$ cat src/rtl/riscv_ctrl_pkg.sv
// Shared encodings for the multicycle RISC-V control unit: FSM states, opcodes and datapath selects.
// The UIMM state exists only when UTYPE_EN is defined.
package riscv_ctrl_pkg;

    typedef enum logic [3:0] {
        S_FETCH,
        S_DECODE,
        S_MEMADR,
        S_MEMREAD,
        S_MEMWB,
        S_MEMWRITE,
        S_EXECR,
        S_EXECI,
        S_ALUWB,
        S_BRANCH,
        S_JAL,
`ifdef UTYPE_EN
        S_UIMM,
`endif
        S_ILLEGAL
    } state_t;

    // ALU operation class handed to the ALU decoder
    typedef enum logic [1:0] {
        ALUOP_ADD   = 2'b00,
        ALUOP_SUB   = 2'b01,
        ALUOP_FUNCT = 2'b10
    } aluop_t;

    localparam logic [6:0] OP_LOAD   = 7'b0000011;
    localparam logic [6:0] OP_STORE  = 7'b0100011;
    localparam logic [6:0] OP_RTYPE  = 7'b0110011;
    localparam logic [6:0] OP_ITYPE  = 7'b0010011;
    localparam logic [6:0] OP_BRANCH = 7'b1100011;
    localparam logic [6:0] OP_JAL    = 7'b1101111;
    localparam logic [6:0] OP_LUI    = 7'b0110111;
    localparam logic [6:0] OP_AUIPC  = 7'b0010111;

    localparam logic [2:0] ALU_ADD = 3'b000;
    localparam logic [2:0] ALU_SUB = 3'b001;
    localparam logic [2:0] ALU_AND = 3'b010;
    localparam logic [2:0] ALU_OR  = 3'b011;
    localparam logic [2:0] ALU_SLT = 3'b101;

    localparam logic [2:0] IMM_U = 3'b000;
    localparam logic [2:0] IMM_S = 3'b001;
    localparam logic [2:0] IMM_B = 3'b010;
    localparam logic [2:0] IMM_J = 3'b011;
    localparam logic [2:0] IMM_I = 3'b100;

    localparam logic [1:0] SRCA_PC    = 2'b00;
    localparam logic [1:0] SRCA_OLDPC = 2'b01;
    localparam logic [1:0] SRCA_RD1   = 2'b10;
`ifdef UTYPE_EN
    localparam logic [1:0] SRCA_ZERO  = 2'b11;
`endif

    localparam logic [1:0] SRCB_RD2  = 2'b00;
    localparam logic [1:0] SRCB_IMM  = 2'b01;
    localparam logic [1:0] SRCB_FOUR = 2'b10;

    localparam logic [1:0] RES_ALUOUT = 2'b00;
    localparam logic [1:0] RES_RDATA  = 2'b01;
    localparam logic [1:0] RES_ALURES = 2'b10;

    // Only beq/bne are implemented
    function automatic logic branch_funct_ok(input logic [2:0] funct3);
        return (funct3 == 3'b000) || (funct3 == 3'b001);
    endfunction

endpackage

$ cat src/rtl/alu_decoder.sv
// ALU operation decoder: maps the operation class and funct fields to ALUControl,
// and flags funct3 values the ALU does not implement.
module alu_decoder
    import riscv_ctrl_pkg::*;
(
    input  logic [1:0] i_aluop,
    input  logic [2:0] i_funct3,
    input  logic       i_funct7b5,
    input  logic       i_op5,
    output logic [2:0] o_alu_control,
    output logic       o_funct_illegal
);

    assign o_funct_illegal = !((i_funct3 == 3'b000) || (i_funct3 == 3'b010) ||
                               (i_funct3 == 3'b110) || (i_funct3 == 3'b111));

    always_comb begin
        o_alu_control = ALU_ADD;
        case (i_aluop)
            ALUOP_ADD: o_alu_control = ALU_ADD;
            ALUOP_SUB: o_alu_control = ALU_SUB;
            ALUOP_FUNCT: begin
                case (i_funct3)
                    // op[5] separates R-type from I-type so addi never becomes sub
                    3'b000:  o_alu_control = (i_op5 && i_funct7b5) ? ALU_SUB : ALU_ADD;
                    3'b010:  o_alu_control = ALU_SLT;
                    3'b110:  o_alu_control = ALU_OR;
                    3'b111:  o_alu_control = ALU_AND;
                    default: o_alu_control = ALU_ADD;
                endcase
            end
            default: o_alu_control = ALU_ADD;
        endcase
    end

endmodule

$ cat src/rtl/multicycle_controller.sv
// Multicycle RISC-V control FSM: sequences fetch/decode/execute over a shared datapath.
// Define UTYPE_EN to add lui/auipc support via the UIMM state.
module multicycle_controller
    import riscv_ctrl_pkg::*;
(
    input  logic       clk,
    input  logic       reset,
    input  logic [6:0] op,
    input  logic [2:0] funct3,
    input  logic       funct7b5,
    input  logic       zero,
    input  logic       mem_ready,
    output logic       PCWrite,
    output logic       AdrSrc,
    output logic       IRWrite,
    output logic       MemWrite,
    output logic       RegWrite,
    output logic [1:0] ResultSrc,
    output logic [1:0] ALUSrcA,
    output logic [1:0] ALUSrcB,
    output logic [2:0] ALUControl,
    output logic [2:0] ImmSrc,
    output logic       illegal
);

    state_t     r_state;
    logic [1:0] w_aluop;
    logic       w_funct_illegal;
    logic       w_pc_write;
    logic       w_ir_write;
    logic       w_mem_write;
    logic       w_reg_write;
    logic       w_illegal;

    alu_decoder u_alu_decoder (
        .i_aluop         (w_aluop),
        .i_funct3        (funct3),
        .i_funct7b5      (funct7b5),
        .i_op5           (op[5]),
        .o_alu_control   (ALUControl),
        .o_funct_illegal (w_funct_illegal)
    );

    always_ff @(posedge clk) begin
        if (reset) begin
            r_state <= S_FETCH;
        end else begin
            case (r_state)
                S_FETCH:    if (mem_ready) r_state <= S_DECODE;
                S_DECODE: begin
                    case (op)
                        OP_LOAD, OP_STORE: r_state <= S_MEMADR;
                        OP_RTYPE:  r_state <= w_funct_illegal ? S_ILLEGAL : S_EXECR;
                        OP_ITYPE:  r_state <= w_funct_illegal ? S_ILLEGAL : S_EXECI;
                        OP_BRANCH: r_state <= branch_funct_ok(funct3) ? S_BRANCH : S_ILLEGAL;
                        OP_JAL:    r_state <= S_JAL;
`ifdef UTYPE_EN
                        OP_LUI, OP_AUIPC: r_state <= S_UIMM;
`endif
                        default:   r_state <= S_ILLEGAL;
                    endcase
                end
                S_MEMADR:   r_state <= op[5] ? S_MEMWRITE : S_MEMREAD;
                S_MEMREAD:  if (mem_ready) r_state <= S_MEMWB;
                S_MEMWB:    r_state <= S_FETCH;
                S_MEMWRITE: if (mem_ready) r_state <= S_FETCH;
                S_EXECR:    r_state <= S_ALUWB;
                S_EXECI:    r_state <= S_ALUWB;
                S_ALUWB:    r_state <= S_FETCH;
                S_BRANCH:   r_state <= S_FETCH;
                S_JAL:      r_state <= S_ALUWB;
`ifdef UTYPE_EN
                S_UIMM:     r_state <= S_ALUWB;
`endif
                S_ILLEGAL:  r_state <= S_FETCH;
                default:    r_state <= S_FETCH;
            endcase
        end
    end

    always_comb begin
        w_pc_write  = 1'b0;
        w_ir_write  = 1'b0;
        w_mem_write = 1'b0;
        w_reg_write = 1'b0;
        w_illegal   = 1'b0;
        w_aluop     = ALUOP_ADD;
        AdrSrc      = 1'b0;
        ResultSrc   = RES_ALUOUT;
        ALUSrcA     = SRCA_PC;
        ALUSrcB     = SRCB_RD2;
        case (r_state)
            S_FETCH: begin
                ALUSrcB    = SRCB_FOUR;
                ResultSrc  = RES_ALURES;
                w_pc_write = mem_ready;
                w_ir_write = mem_ready;
            end
            S_DECODE: begin
                ALUSrcA = SRCA_OLDPC;
                ALUSrcB = SRCB_IMM;
            end
            S_MEMADR: begin
                ALUSrcA = SRCA_RD1;
                ALUSrcB = SRCB_IMM;
            end
            S_MEMREAD:  AdrSrc = 1'b1;
            S_MEMWB: begin
                ResultSrc   = RES_RDATA;
                w_reg_write = 1'b1;
            end
            S_MEMWRITE: begin
                AdrSrc      = 1'b1;
                w_mem_write = 1'b1;
            end
            S_EXECR: begin
                ALUSrcA = SRCA_RD1;
                w_aluop = ALUOP_FUNCT;
            end
            S_EXECI: begin
                ALUSrcA = SRCA_RD1;
                ALUSrcB = SRCB_IMM;
                w_aluop = ALUOP_FUNCT;
            end
            S_ALUWB:    w_reg_write = 1'b1;
            S_BRANCH: begin
                ALUSrcA    = SRCA_RD1;
                w_aluop    = ALUOP_SUB;
                w_pc_write = zero ^ funct3[0];
            end
            S_JAL: begin
                ALUSrcA    = SRCA_OLDPC;
                ALUSrcB    = SRCB_FOUR;
                w_pc_write = 1'b1;
            end
`ifdef UTYPE_EN
            S_UIMM: begin
                // lui adds the immediate to zero, auipc to the instruction's PC
                ALUSrcA = op[5] ? SRCA_ZERO : SRCA_OLDPC;
                ALUSrcB = SRCB_IMM;
            end
`endif
            S_ILLEGAL:  w_illegal = 1'b1;
            default: ;
        endcase
    end

    assign PCWrite  = w_pc_write  & ~reset;
    assign IRWrite  = w_ir_write  & ~reset;
    assign MemWrite = w_mem_write & ~reset;
    assign RegWrite = w_reg_write & ~reset;
    assign illegal  = w_illegal   & ~reset;

    always_comb begin
        case (op)
            OP_LOAD, OP_ITYPE: ImmSrc = IMM_I;
            OP_STORE:          ImmSrc = IMM_S;
            OP_BRANCH:         ImmSrc = IMM_B;
            OP_JAL:            ImmSrc = IMM_J;
            OP_LUI, OP_AUIPC:  ImmSrc = IMM_U;
            default:           ImmSrc = IMM_I;
        endcase
    end

endmodule

$ cat config.mk
export PLATFORM = sky130hd
export DESIGN_NAME = multicycle_controller
export DESIGN_NICKNAME = d
export VERILOG_FILES = /design/src/rtl/riscv_ctrl_pkg.sv /design/src/rtl/alu_decoder.sv /design/src/rtl/multicycle_controller.sv
export SDC_FILE = /design/constraint.sdc
export NUM_CORES = 1
export LEC_CHECK = 0
export CAP_MARGIN = 40
export CORE_MARGIN = 4
export CORE_UTILIZATION = 45
export CTS_BUF_LIST = sky130_fd_sc_hd__clkbuf_8
export CTS_CLUSTER_SIZE = 24
export DETAILED_ROUTE_END_ITERATION = 10
export PLACE_DENSITY = 0.84
export REMOVE_ABC_BUFFERS = 1
export SLEW_MARGIN = 20
export SYNTH_ARGS = -nofsm -noshare
export SYNTH_HDL_FRONTEND = slang
export SYNTH_SLANG_ARGS = --single-unit
$ cat constraint.sdc
create_clock -name clk -period 2.6 [get_ports clk]
set_clock_uncertainty 0.2 [all_clocks]
set_input_delay 0.26 -clock clk [delete_from_list [all_inputs] [get_ports clk]]
set_output_delay 0.26 -clock clk [all_outputs]
set_load 0.02 [all_outputs]
# Yosys cells after proc, flatten, opt, wreduce, memory -nomap -nowiden
# Index checks and enable logic that the tools add are counted.
[totals]
input_bits = 15
regBits = 4
output_inout_bits = 18
[op_classes]
n_eq_ne = 28
bitwise_logic = 7
reduce_logical = 18
n_mux = 23
[op_table]
columns = ["operator", "count"]
rows = [
  ["$pmux W3 S4", 2],
  ["$pmux W4 S6", 1],
  ["$eq A7 B6 Y1 const B", 3],
  ["$mux W4", 5],
  ["$pmux W4 S5", 1],
  ["$eq A4 B3 Y1 const B", 4],
  ["$eq A4 B4 Y1 const B", 4],
  ["$pmux W2 S2", 4],
  ["$eq A7 B5 Y1 const B", 2],
  ["$eq A7 B7 Y1 const B", 2],
  ["$reduce_or A2 Y1", 7],
  ["$eq A4 B2 Y1 const B", 2],
  ["$eq A7 B2 Y1 const B", 1],
  ["$eq A3 B3 Y1 const B", 2],
  ["$mux W1", 6],
  ["$ne A2 B2 Y1 const B", 3],
  ["$pmux W3 S2", 1],
  ["$reduce_or A3 Y1", 2],
  ["$and A1 B1 Y1", 5],
  ["$eq A4 B1 Y1 const B", 1],
  ["$logic_not A4 Y1", 1],
  ["$logic_or A1 B1 Y1", 4],
  ["$reduce_or A4 Y1", 1],
  ["$eq A3 B1 Y1 const B", 1],
  ["other kinds (11)", 11],
]

# Depth between registers and ports, before layout
# Gate-level depths: netlist (run 1).
[logic_depth]
word_depth = 7
depth_mapped = 8
ltp_nobuf = 6

# Modules after synthesis
# Synthesis (run 1) repeated with hierarchy kept, for this count alone.
[unflattened]
hier_cells = 111
hier_area_um2 = 749.5
[by_module_without_submodules]
columns = ["mod", "cells_each", "n_inst", "area_per_inst_um2"]
rows = [
  ["multicycle_controller", 97, 1, 654.4],
  ["alu_decoder", 14, 1, 95.1],
]

# Least setup slack after synthesis (run 1)
# No wires, ideal clock.
[synth_timing]
path_kind = "register to output"
startpoint = "register r_state[2]"
endpoint = "output IRWrite"
required_time_ns = 2.140
path_buffers = 2
arrival_time_ns = 1.984
setup_slack_ns = 0.156
stages_incl_launch_ff = 5
path_cell_list = "dfxtp_1 buf_2 buf_1 nor4_1 nor3b_1"
[synth_between]
elab_chain_len = 3
[synth_lines]
columns = ["element", "line_no", "source"]
rows = [
  ["start, declared", "multicycle_controller.sv:26", "state_t r_state;"],
  ["start signal, assigned", "multicycle_controller.sv:53", "OP_RTYPE: r_state <= w_funct_illegal ? S_ILLEGAL : S_EXECR;"],
  ["start signal, assigned", "multicycle_controller.sv:54", "OP_ITYPE: r_state <= w_funct_illegal ? S_ILLEGAL : S_EXECI;"],
  ["start signal, assigned", "multicycle_controller.sv:55", "OP_BRANCH: r_state <= branch_funct_ok(funct3) ? S_BRANCH : S_ILLEGAL;"],
  ["$logic_not A4 Y1", "multicycle_controller.sv:92", "case (r_state)"],
  ["$mux W1", "multicycle_controller.sv:92", ""],
  ["$and A1 B1 Y1", "multicycle_controller.sv:149", "assign IRWrite = w_ir_write & ~reset;"],
  ["end, declared", "multicycle_controller.sv:15", "output logic IRWrite,"],
]
# No other way between the ends.

# Worst setup path after layout (run 1)
[layout_timing]
startpoint = "input op[5]"
endpoint = "output ImmSrc[1]"
[layout_between]
elab_chain_len = 3
[layout_lines]
columns = ["element", "line_no", "source"]
rows = [
  ["start, declared", "multicycle_controller.sv:8", "input logic [6:0] op,"],
  ["$eq A7 B6 Y1 / $eq A7 B5 Y1 (equally long branches)", "multicycle_controller.sv:155", "case (op)"],
  ["$reduce_or A2 Y1", "multicycle_controller.sv:155", ""],
  ["$pmux W3 S4 *", "multicycle_controller.sv:155", ""],
  ["end, declared", "multicycle_controller.sv:22", "output logic [2:0] ImmSrc,"],
]
# Mark *: on every way between the ends. The rest lies on a longest branch, timed or not.

==> summary.md, run 1 <==
| Metric | Value |
|---|---|
| Status | completed |
| Max reg flops | 4 |
| Hold_sp | r_state[0] |
| Setup WS pre-CTS | 0.0846 ns |
| Unrepaired setup endpoints after global routing | false |
| FFs w/ async S/R, synth | 0 |
| Port bufs | 32 |
| Core Area | 0.00151 mm² |
| Final WS setup | 0.0989 ns |
| HPWL after DPL | 1680 µm |
| Sw power | 0.186 mW |
| Slowest-stage cell, CP | clkdlybuf4s50_1 |
| Vias in the first global route | 767 |
| Die width | 47.8 µm |
| DRC Markers | 0 |
| Flip-flop and latch count after synthesis | 4 |
| P_leak | 0.450 nW |
| Unique masters post-synth | 44 |
| Std-Cell Rows | 14 |
| EDFF count, synth | 0 |
| Drt via density | 5.81 |
| Placed Area | 0.00106 mm² |
| Final Cell Area | 0.00111 mm² |
| Power share of the clock group | 0.268 |
| Htree depth | 1 |
| VDD IR max | 0.371 mV |
| WL/cell | 13.5 µm |
| TritonCTS clock tree | built |
| Synthesis Warnings | 0 |
| CP peak stage delay | 0.64 ns |
| CTS root buffer | clkbuf_8 |
| Met3 wire len | 85 µm |
| Power Total | 0.487 mW |
| Fillers | 121 |
| Core Util, Final | 0.738 |
| Critical path capture point type | output pin |
| Placed cell count | 157 |
| Number of buffers created by CTS | 3 |
| Fin nets | 163 |
| Layout cell share with drive strength beyond 1 | 0.118 |
| Die height | 47.8 µm |
| Slew Viols, Final | 0 |
| Pwr per Cell Area | 438 mW/mm² |
| Endpoints failing hold | 0 |
| Final setup violation count | 0 |
| Combinational Power Share | 0.561 |
| Setup TNS | 0 ns |
| F_max | 0.400 GHz |
| Placer's final routability congestion estimate | 0.820 |
| Drt total wl | 2150 µm |
| Reg-to-reg startpoint | r_state[1] |
| Mapped cell area | 714 µm² |
| Worst-Margin Slew | 0.351 ns |
| GR Overflow Total | 0 |
| Overall Global Routing Usage | 0.193 |
| Syn Area/Cell | 6.44 µm² |
| Top sig layer | met3 |
| Slew HR | 0.760 |
| Final cell count without fillers | 160 |
| Worst Setup Start Kind | input port |
| First-pass GRT wire length | 3250 µm |
| CP cell instances | clkdlybuf4s50_1 -> nor2b_1 -> nand2_1 -> nor3b_1 -> clkdlybuf4s50_1 |
| Top FF cell, synth | dfxtp_1 |
| Area of the die | 0.00229 mm² |
| Longest Clk Path Bufs | 2 |
| Largest Register | r_state |
| Drt first pass iters | 4 |
| Largest net degree at the start of global routing | 15 |
| Via count | 929 |
| IO Pins | 33 |
| Starting Density | 0.474 |
| Wl on met1 | 992 µm |
| DRT antenna net count | 0 |
| Worst setup path start | op[5] |
| Max Cap Viol | 0 |
| Crit share post-route | 0.962 |
| Critical Path Fanout Max | 6 |
| N_diodes | 0 |
| Worst EP required | 2.14 ns |
| Min Tclk post-route | 2.50 ns |
| Register area share after synthesis | 0.112 |
| Part of the power in registers | 0.171 |
| Initial DRC Count | 24 |
| Synth Instances | 111 |
| Post-CTS Setup Inserts | 0 |
| Largest regs | r_state (4) |
| Type of the worst setup path | input port to output pin |
| Worst Path Arrival | 2.04 ns |
| Initial antenna violation count | 0 |
| Clock transition at the registers of the reported paths | 0.03 ns |
| Switch share | 0.383 |
| Area growth from synthesis to final layout | 55.5% |
| WHS | 0.499 ns |
| WL met2 | 1080 µm |
| Hold WC Path Type | flop to flop |
| CTS sink cnt | 4 |
| Clk_lat worst skew | 0.22 ns |
| Most common cell on crit path | clkdlybuf4s50_1 |
| Internal power | 0.300 mW |
==> area by class of cell <==
cell class	instances	area, µm²	share of cell area
repair buffers	39	378	0.340
well taps	16	20.0	0.0180
clock buffers	3	41.3	0.0372
multi-input cells	91	563	0.507
flip-flops and latches	4	82.6	0.0743
inverters	7	26.3	0.0236
==> synthesized netlist by cell type, drive strengths merged, types with 2 or more instances <==
library cell  count  area share
dfxtp             4        0.11
inv               7       0.037
nand3             3       0.021
a21oi             6       0.042
nor2             10       0.053
ha                2       0.035
a22oi             2       0.028
xor2              2       0.025
o21ai             4       0.028
or3               3       0.033
nor4              3       0.026
nor2b             4       0.035
buf               6       0.047
and2              3       0.026
clkbuf            3       0.016
nor3              8       0.056
o31ai             2       0.021
nand2b            4       0.035
a211oi            2       0.021
a211o             2       0.025
nor3b             3       0.032
nand2            12       0.063
==> power by group through the flow <==
stage	clock network, mW	registers [mW]	logic [mW]
CTS	0.133	0.0826	0.273
global placement	0	0.0825	0.266
floorplan	0	0.0937	0.134
finish	0.130	0.0830	0.273
detailed placement	0	0.0822	0.270
global route	0.136	0.0845	0.299
==> logic make-up after synthesis <==
group                    after synthesis  synth area share
AND/OR/NAND/NOR                       57             0.420
AO/OA/AOI/OAI                         28             0.282
buffers and inverters                 16            0.0998
flip-flops                             4             0.112
XOR/XNOR                               3            0.0368
adder cells (fa/ha/maj)                2            0.0350
multiplexers                           1            0.0140
==> critical path: cells and delay by family <==
family / cells / cell delay, ns
AND/OR/NAND/NOR: 3 / 0.56
buffers and inverters: 2 / 1.21
==> placed cells by master, fill, tap and decap left out, types with 4 or more instances in the layout <==
cell,n
nand2_1,12
buf_4,7
clkdlybuf4s50_1,30
nand2b_1,4
a21oi_1,6
nor2_1,10
nor3_1,8
nor2b_1,4
inv_1,4
==> per-layer routing <==
layer / vias up / global-route usage
li1: 474 / -
met1: 437 / 0.249
met2: 18 / 0.335
met3: 0 / 0.0263
met4: 0 / 0.0484
met5: - / 0
==> repair_timing <==
item                       in CTS  in global routing
hold buffers                    0                  0
gates resized for setup         1                  3
pin swaps                       0                  0
setup endpoints to repair       1                  3
==> final timing paths <==
path,end,slack [ns],cells past startpoint
worst max-delay path,ImmSrc[1],0.1,5
worst min register to register,r_state[0],0.50,2
worst min-delay path,r_state[0],0.50,2
worst max register to register,r_state[2],0.90,5
No activity file was read; power rests on OpenSTA's default activity.
==> inputs of run 2 (changes only) <==
PLACE_DENSITY = 0.86   (was 0.84)
==> run 2 against run 1 <==
Effect of this change:
- sequential power shrank 6.3%
- global-route usage grew 1.4 points
- clock power is essentially flat
- die area is the same
- cell area grew 1.4%
- largest power group unchanged
- wire length grew 3.8%
- first-iteration DRC count shrank 25%
==> summary.md, run 2 (synthesized netlist as in run 1, its figures left out) <==
| Metric | Value |
|---|---|
| Initial antenna violation count | 0 |
| VDD IR max | 0.444 mV |
| Clock transition at the registers of the reported paths | 0.03 ns |
| Hold_buf cts | 0 |
| Placer's final routability congestion estimate | 0.811 |
| Largest net degree at the start of global routing | 15 |
| Critical Path Fanout Max | 7 |
| Critical path capture point type | output pin |
| Number of buffers created by CTS | 3 |
| Die width | 47.8 µm |
| CTS root buffer | clkbuf_8 |
| Slew HR | 0.777 |
| Area of the die | 0.00229 mm² |
| Worst-Margin Slew | 0.332 ns |
| Core Area | 0.00151 mm² |
| Endpoints failing hold | 0 |
| P_leak | 0.459 nW |
| Drt total wl | 2240 µm |
| Longest Clk Path Bufs | 2 |
| Max reg flops | 4 |
| Std-Cell Rows | 14 |
| Initial DRC Count | 18 |
| HPWL after DPL | 1740 µm |
| Worst Path Arrival | 2.03 ns |
| Port bufs | 32 |
| Max Cap Viol | 0 |
| Clk_lat worst skew | 0.22 ns |
| Layout cell share with drive strength beyond 1 | 0.123 |
| Setup TNS | 0 ns |
| DRT antenna net count | 0 |
| Hold WC Path Type | flop to flop |
| CP cell instances | clkdlybuf4s50_1 -> and4b_1 -> o21ai_0 -> a21o_1 -> clkdlybuf4s50_1 |
| Pwr per Cell Area | 438 mW/mm² |
| DRC Markers | 0 |
| WL/cell | 13.8 µm |
| Worst Setup Start Kind | input port |
| Register Area | 81.3 µm² |
| Drt via density | 5.86 |
| Vias in the first global route | 793 |
| Area of the multi-input gates | 564 µm² |
| CP peak stage delay | 0.60 ns |
| Worst Path Buf+Inv | 2 |
| Largest regs | r_state (4) |
| IO Pins | 33 |
| Unrepaired setup endpoints after global routing | false |
| Type of the worst setup path | input port to output pin |
| Htree depth | 1 |
| Fin nets | 165 |
| Min Tclk post-route | 2.49 ns |
| Largest Register | r_state |
| Commonest non-fill, non-tap cell in the layout | clkdlybuf4s50_1 |
| Most frequent cells in the layout | clkdlybuf4s50_1 (30), nand2_1 (12), nor2_1 (10), buf_4 (9), nor3_1 (8) |
| F_max | 0.402 GHz |
| TritonCTS clock tree | built |
| CP top delay family | buffers and inverters |
| Die height | 47.8 µm |
| Overall Global Routing Usage | 0.208 |
| Fillers | 127 |
| Crit share post-route | 0.958 |
| Most common cell on crit path | clkdlybuf4s50_1 |
| Slowest-stage cell, CP | clkdlybuf4s50_1 |
| Via count | 950 |
| Area growth from synthesis to final layout | 57.6% |
| Power Total | 0.494 mW |
| Starting Density | 0.474 |
| Worst EP required | 2.14 ns |
| CTS sink cnt | 4 |
| Status | completed |
| Final setup violation count | 0 |
| GR Overflow Total | 0 |
| First-pass GRT wire length | 3360 µm |
| Drt first pass iters | 4 |
| N_diodes | 0 |
| Reg-to-reg slack, setup | 0.87 ns |
| Slew Viols, Final | 0 |
-- run 2: changes by cell type in the layout (fill, tap and decap cells not counted) --
cell,change
buf_4,+2
a2111oi_0,-1
a2111oi_1,+1
dfxtp_1,+1
dfxtp_2,-1
-- run 2: what timing repair did --
| action | 4_1_cts | 5_1_grt |
|---|---|---|
| endpoints found under the hold margin | 0 | 0 |
| resized for setup | 1 | 3 |
| setup buffers | 0 | 0 |
| setup endpoints to repair | 1 | 2 |
-- run 2: power by group --
part           switching, mW  total (mW)  internal [mW]
Sequential           0.00809      0.0778         0.0698
Combinational          0.149       0.284          0.135
Clock                 0.0328       0.132         0.0988
Total                  0.190       0.494          0.304
-- run 2: cell type report --
cell class                 count  area share
clock buffer                   3      0.0367
inverter                       7      0.0233
multi-input combinational     91       0.501
sequential                     4      0.0722
tap                           16      0.0178
timing repair buffer          41       0.349
-- run 2: layer usage --
metal,track usage,vias up,share of wire
met1,0.271,431,0.45
met3,0.0789,4,0.065
li1,-,479,-
met2,0.319,36,0.46
met4,0.0538,0,0.017
met5,0,-,0
-- run 2: final timing paths --
check / start / end / cells after the start
max: op[4] / ImmSrc[2] / 5
min: r_state[3] / r_state[0] / 4
max reg2reg: r_state[1] / r_state[2] / 5
min reg2reg: r_state[3] / r_state[0] / 4
-- run 2: stage by stage --
stage,hold slack (ns),util,cell area [µm²],instances,setup slack (ns)
final,0.553,0.748,1130,162,0.110
after global routing,0.613,0.748,1130,162,0.0186
after CTS,0.561,0.743,1120,162,0.0451
after detailed placement,0.534,0.715,1080,159,0.101
after global placement,0.515,0.715,1080,159,0.149
after floorplan,0.132,-,669,102,0.248
-- run 2: worst register-to-register path: stages, from the launching register on --
cell and delay [ns]:
dfxtp_1 0.31, buf_4 0.18, nand2b_1 0.21, or3_1 0.32
o31ai_1 0.29, a22o_1 0.16
==> inputs of run 3 (changes only) <==
PLACE_DENSITY = 0.88   (was 0.86)
==> run 3 against run 2 <==
Effect of this change:
- fmax decreased by 1.9%
- worst setup slack got worse by 0.048 ns
- non-clock buffer count is 2 lower
- sequential power grew 5.1%
- via count down 2.1%
- utilization down 1.2 points
- power down 1.0%
- critical path type unchanged
- critical endpoint is now ImmSrc[0]
- largest cell class unchanged
==> summary.md, run 3 (synthesized netlist as in run 1, its figures left out) <==
| Metric | Value |
|---|---|
| Fillers | 127 |
| Slew Viols, Final | 0 |
| Number of buffers created by CTS | 3 |
| Largest Register | r_state |
| Longest Clk Path Bufs | 2 |
| CTS root buffer | clkbuf_8 |
| Post-CTS sizing | 1 |
| Initial DRC Count | 24 |
| Port bufs | 32 |
| Worst Path Arrival | 2.08 ns |
| Max reg flops | 4 |
| F_max | 0.394 GHz |
| Unrepaired setup endpoints after global routing | false |
| Vias in the first global route | 822 |
| CTS sink cnt | 4 |
| Post-CTS Setup Inserts | 0 |
| WL/cell | 13.7 µm |
| Hold WC Path Type | flop to flop |
| Drt via density | 5.81 |
| Clk_lat worst skew | 0.22 ns |
| Area of the die | 0.00229 mm² |
| Core Area | 0.00151 mm² |
| P_leak | 0.431 nW |
| GR Overflow Total | 0 |
| Most frequent cells in the layout | clkdlybuf4s50_1 (31), nand2_1 (12), nor2_1 (10), nor3_1 (8), buf_4 (7) |
| Commonest non-fill, non-tap cell in the layout | clkdlybuf4s50_1 |
| Slew HR | 0.773 |
| N_diodes | 0 |
| Htree depth | 1 |
| Type of the worst setup path | input port to output pin |
| VDD IR max | 0.281 mV |
| Placer's final routability congestion estimate | 0.852 |
| Endpoints failing hold | 0 |
| Slowest-stage cell, CP | clkdlybuf4s50_1 |
| Critical Path Fanout Max | 8 |
| Largest regs | r_state (4) |
| Max Cap Viol | 0 |
| First-pass GRT wire length | 3480 µm |
| CP peak stage delay | 0.64 ns |
| IO Pins | 33 |
| Starting Density | 0.474 |
| TritonCTS clock tree | built |
| CP top delay family | buffers and inverters |
| Die height | 47.8 µm |
| Worst Path Buf+Inv | 2 |
| Crit share post-route | 0.976 |
| Initial antenna violation count | 0 |
| Via count | 930 |
| Drt first pass iters | 4 |
| Core Util, Final | 0.735 |
| Most common cell on crit path | clkdlybuf4s50_1 |
| Final setup violation count | 0 |
| Std-Cell Rows | 14 |
| Layout cell share with drive strength beyond 1 | 0.111 |
| Drt total wl | 2190 µm |
| Area growth from synthesis to final layout | 55.0% |
| Worst-Margin Slew | 0.332 ns |
| Hold_buf cts | 0 |
| Clock transition at the registers of the reported paths | 0.03 ns |
| Worst EP required | 2.14 ns |
| Pwr per Cell Area | 441 mW/mm² |
| CP cell instances | clkdlybuf4s50_1 -> or3_4 -> a21oi_1 -> clkdlybuf4s50_1 |
| Fin nets | 163 |
| DRC Markers | 0 |
| Die width | 47.8 µm |
| Status | completed |
| Setup TNS | 0 ns |
| Largest net degree at the start of global routing | 15 |
| Worst Setup Start Kind | input port |
| Min Tclk post-route | 2.54 ns |
| Critical path capture point type | output pin |
| Overall Global Routing Usage | 0.210 |
| DRT antenna net count | 0 |
| HPWL after DPL | 1730 µm |
[run 3: cell count changes in the layout (fill, tap and decap cells not counted)]
cell             delta
a2111oi_1           -1
buf_4               -2
a2111oi_0           +1
clkdlybuf4s50_1     +1
dlymetal6s2s_1      -1
[run 3: power breakdown]
group / total [mW] / leakage, nW / internal [mW] / switching (mW)
sequential: 0.0818 / 0.0334 / 0.0697 / 0.0120
clock: 0.133 / 0.0216 / 0.0989 / 0.0345
combinational: 0.273 / 0.376 / 0.131 / 0.142
[run 3: area by class of cell]
class                      count  area [µm²]  share of cell area
multi-input combinational     91         563               0.508
timing repair buffer          39         375               0.339
sequential                     4        81.3              0.0734
clock buffer                   3        41.3              0.0373
inverter                       7        26.3              0.0237
tap                           16        20.0              0.0181
[run 3: metal layers]
layer  share of wire  GRT usage
met4           0.013     0.0860
met2            0.49      0.340
met1            0.45      0.275
met5               0          0
met3           0.044     0.0301
[run 3: final timing paths]
kind / cells past startpoint / slack (ns) / startpoint / endpoint
hold / removal: 3 / 0.53 / r_state[2] / r_state[0]
hold reg to reg: 3 / 0.53 / r_state[2] / r_state[0]
setup / recovery: 4 / 0.06 / op[3] / ImmSrc[0]
setup reg to reg: 5 / 0.76 / r_state[0] / r_state[2]
[run 3: through the flow]
stage	setup slack, ns	instances	hold slack [ns]	power, mW	instance area (µm²)
after floorplan	0.248	102	0.132	0.227	669
after detailed placement	0.0877	157	0.530	0.353	1060
after global routing	0.00406	160	0.580	0.520	1110
after CTS	0.0589	160	0.526	0.489	1100
after global placement	0.161	157	0.528	0.349	1060
final	0.0619	160	0.534	0.489	1110
[run 3: worst register-to-register path: cells and delay by family (launching register included)]
family | cells | cell delay, ns
compound gates | 2 | 0.44
flops | 1 | 0.47
buf+inv | 1 | 0.24
simple gates | 2 | 0.43
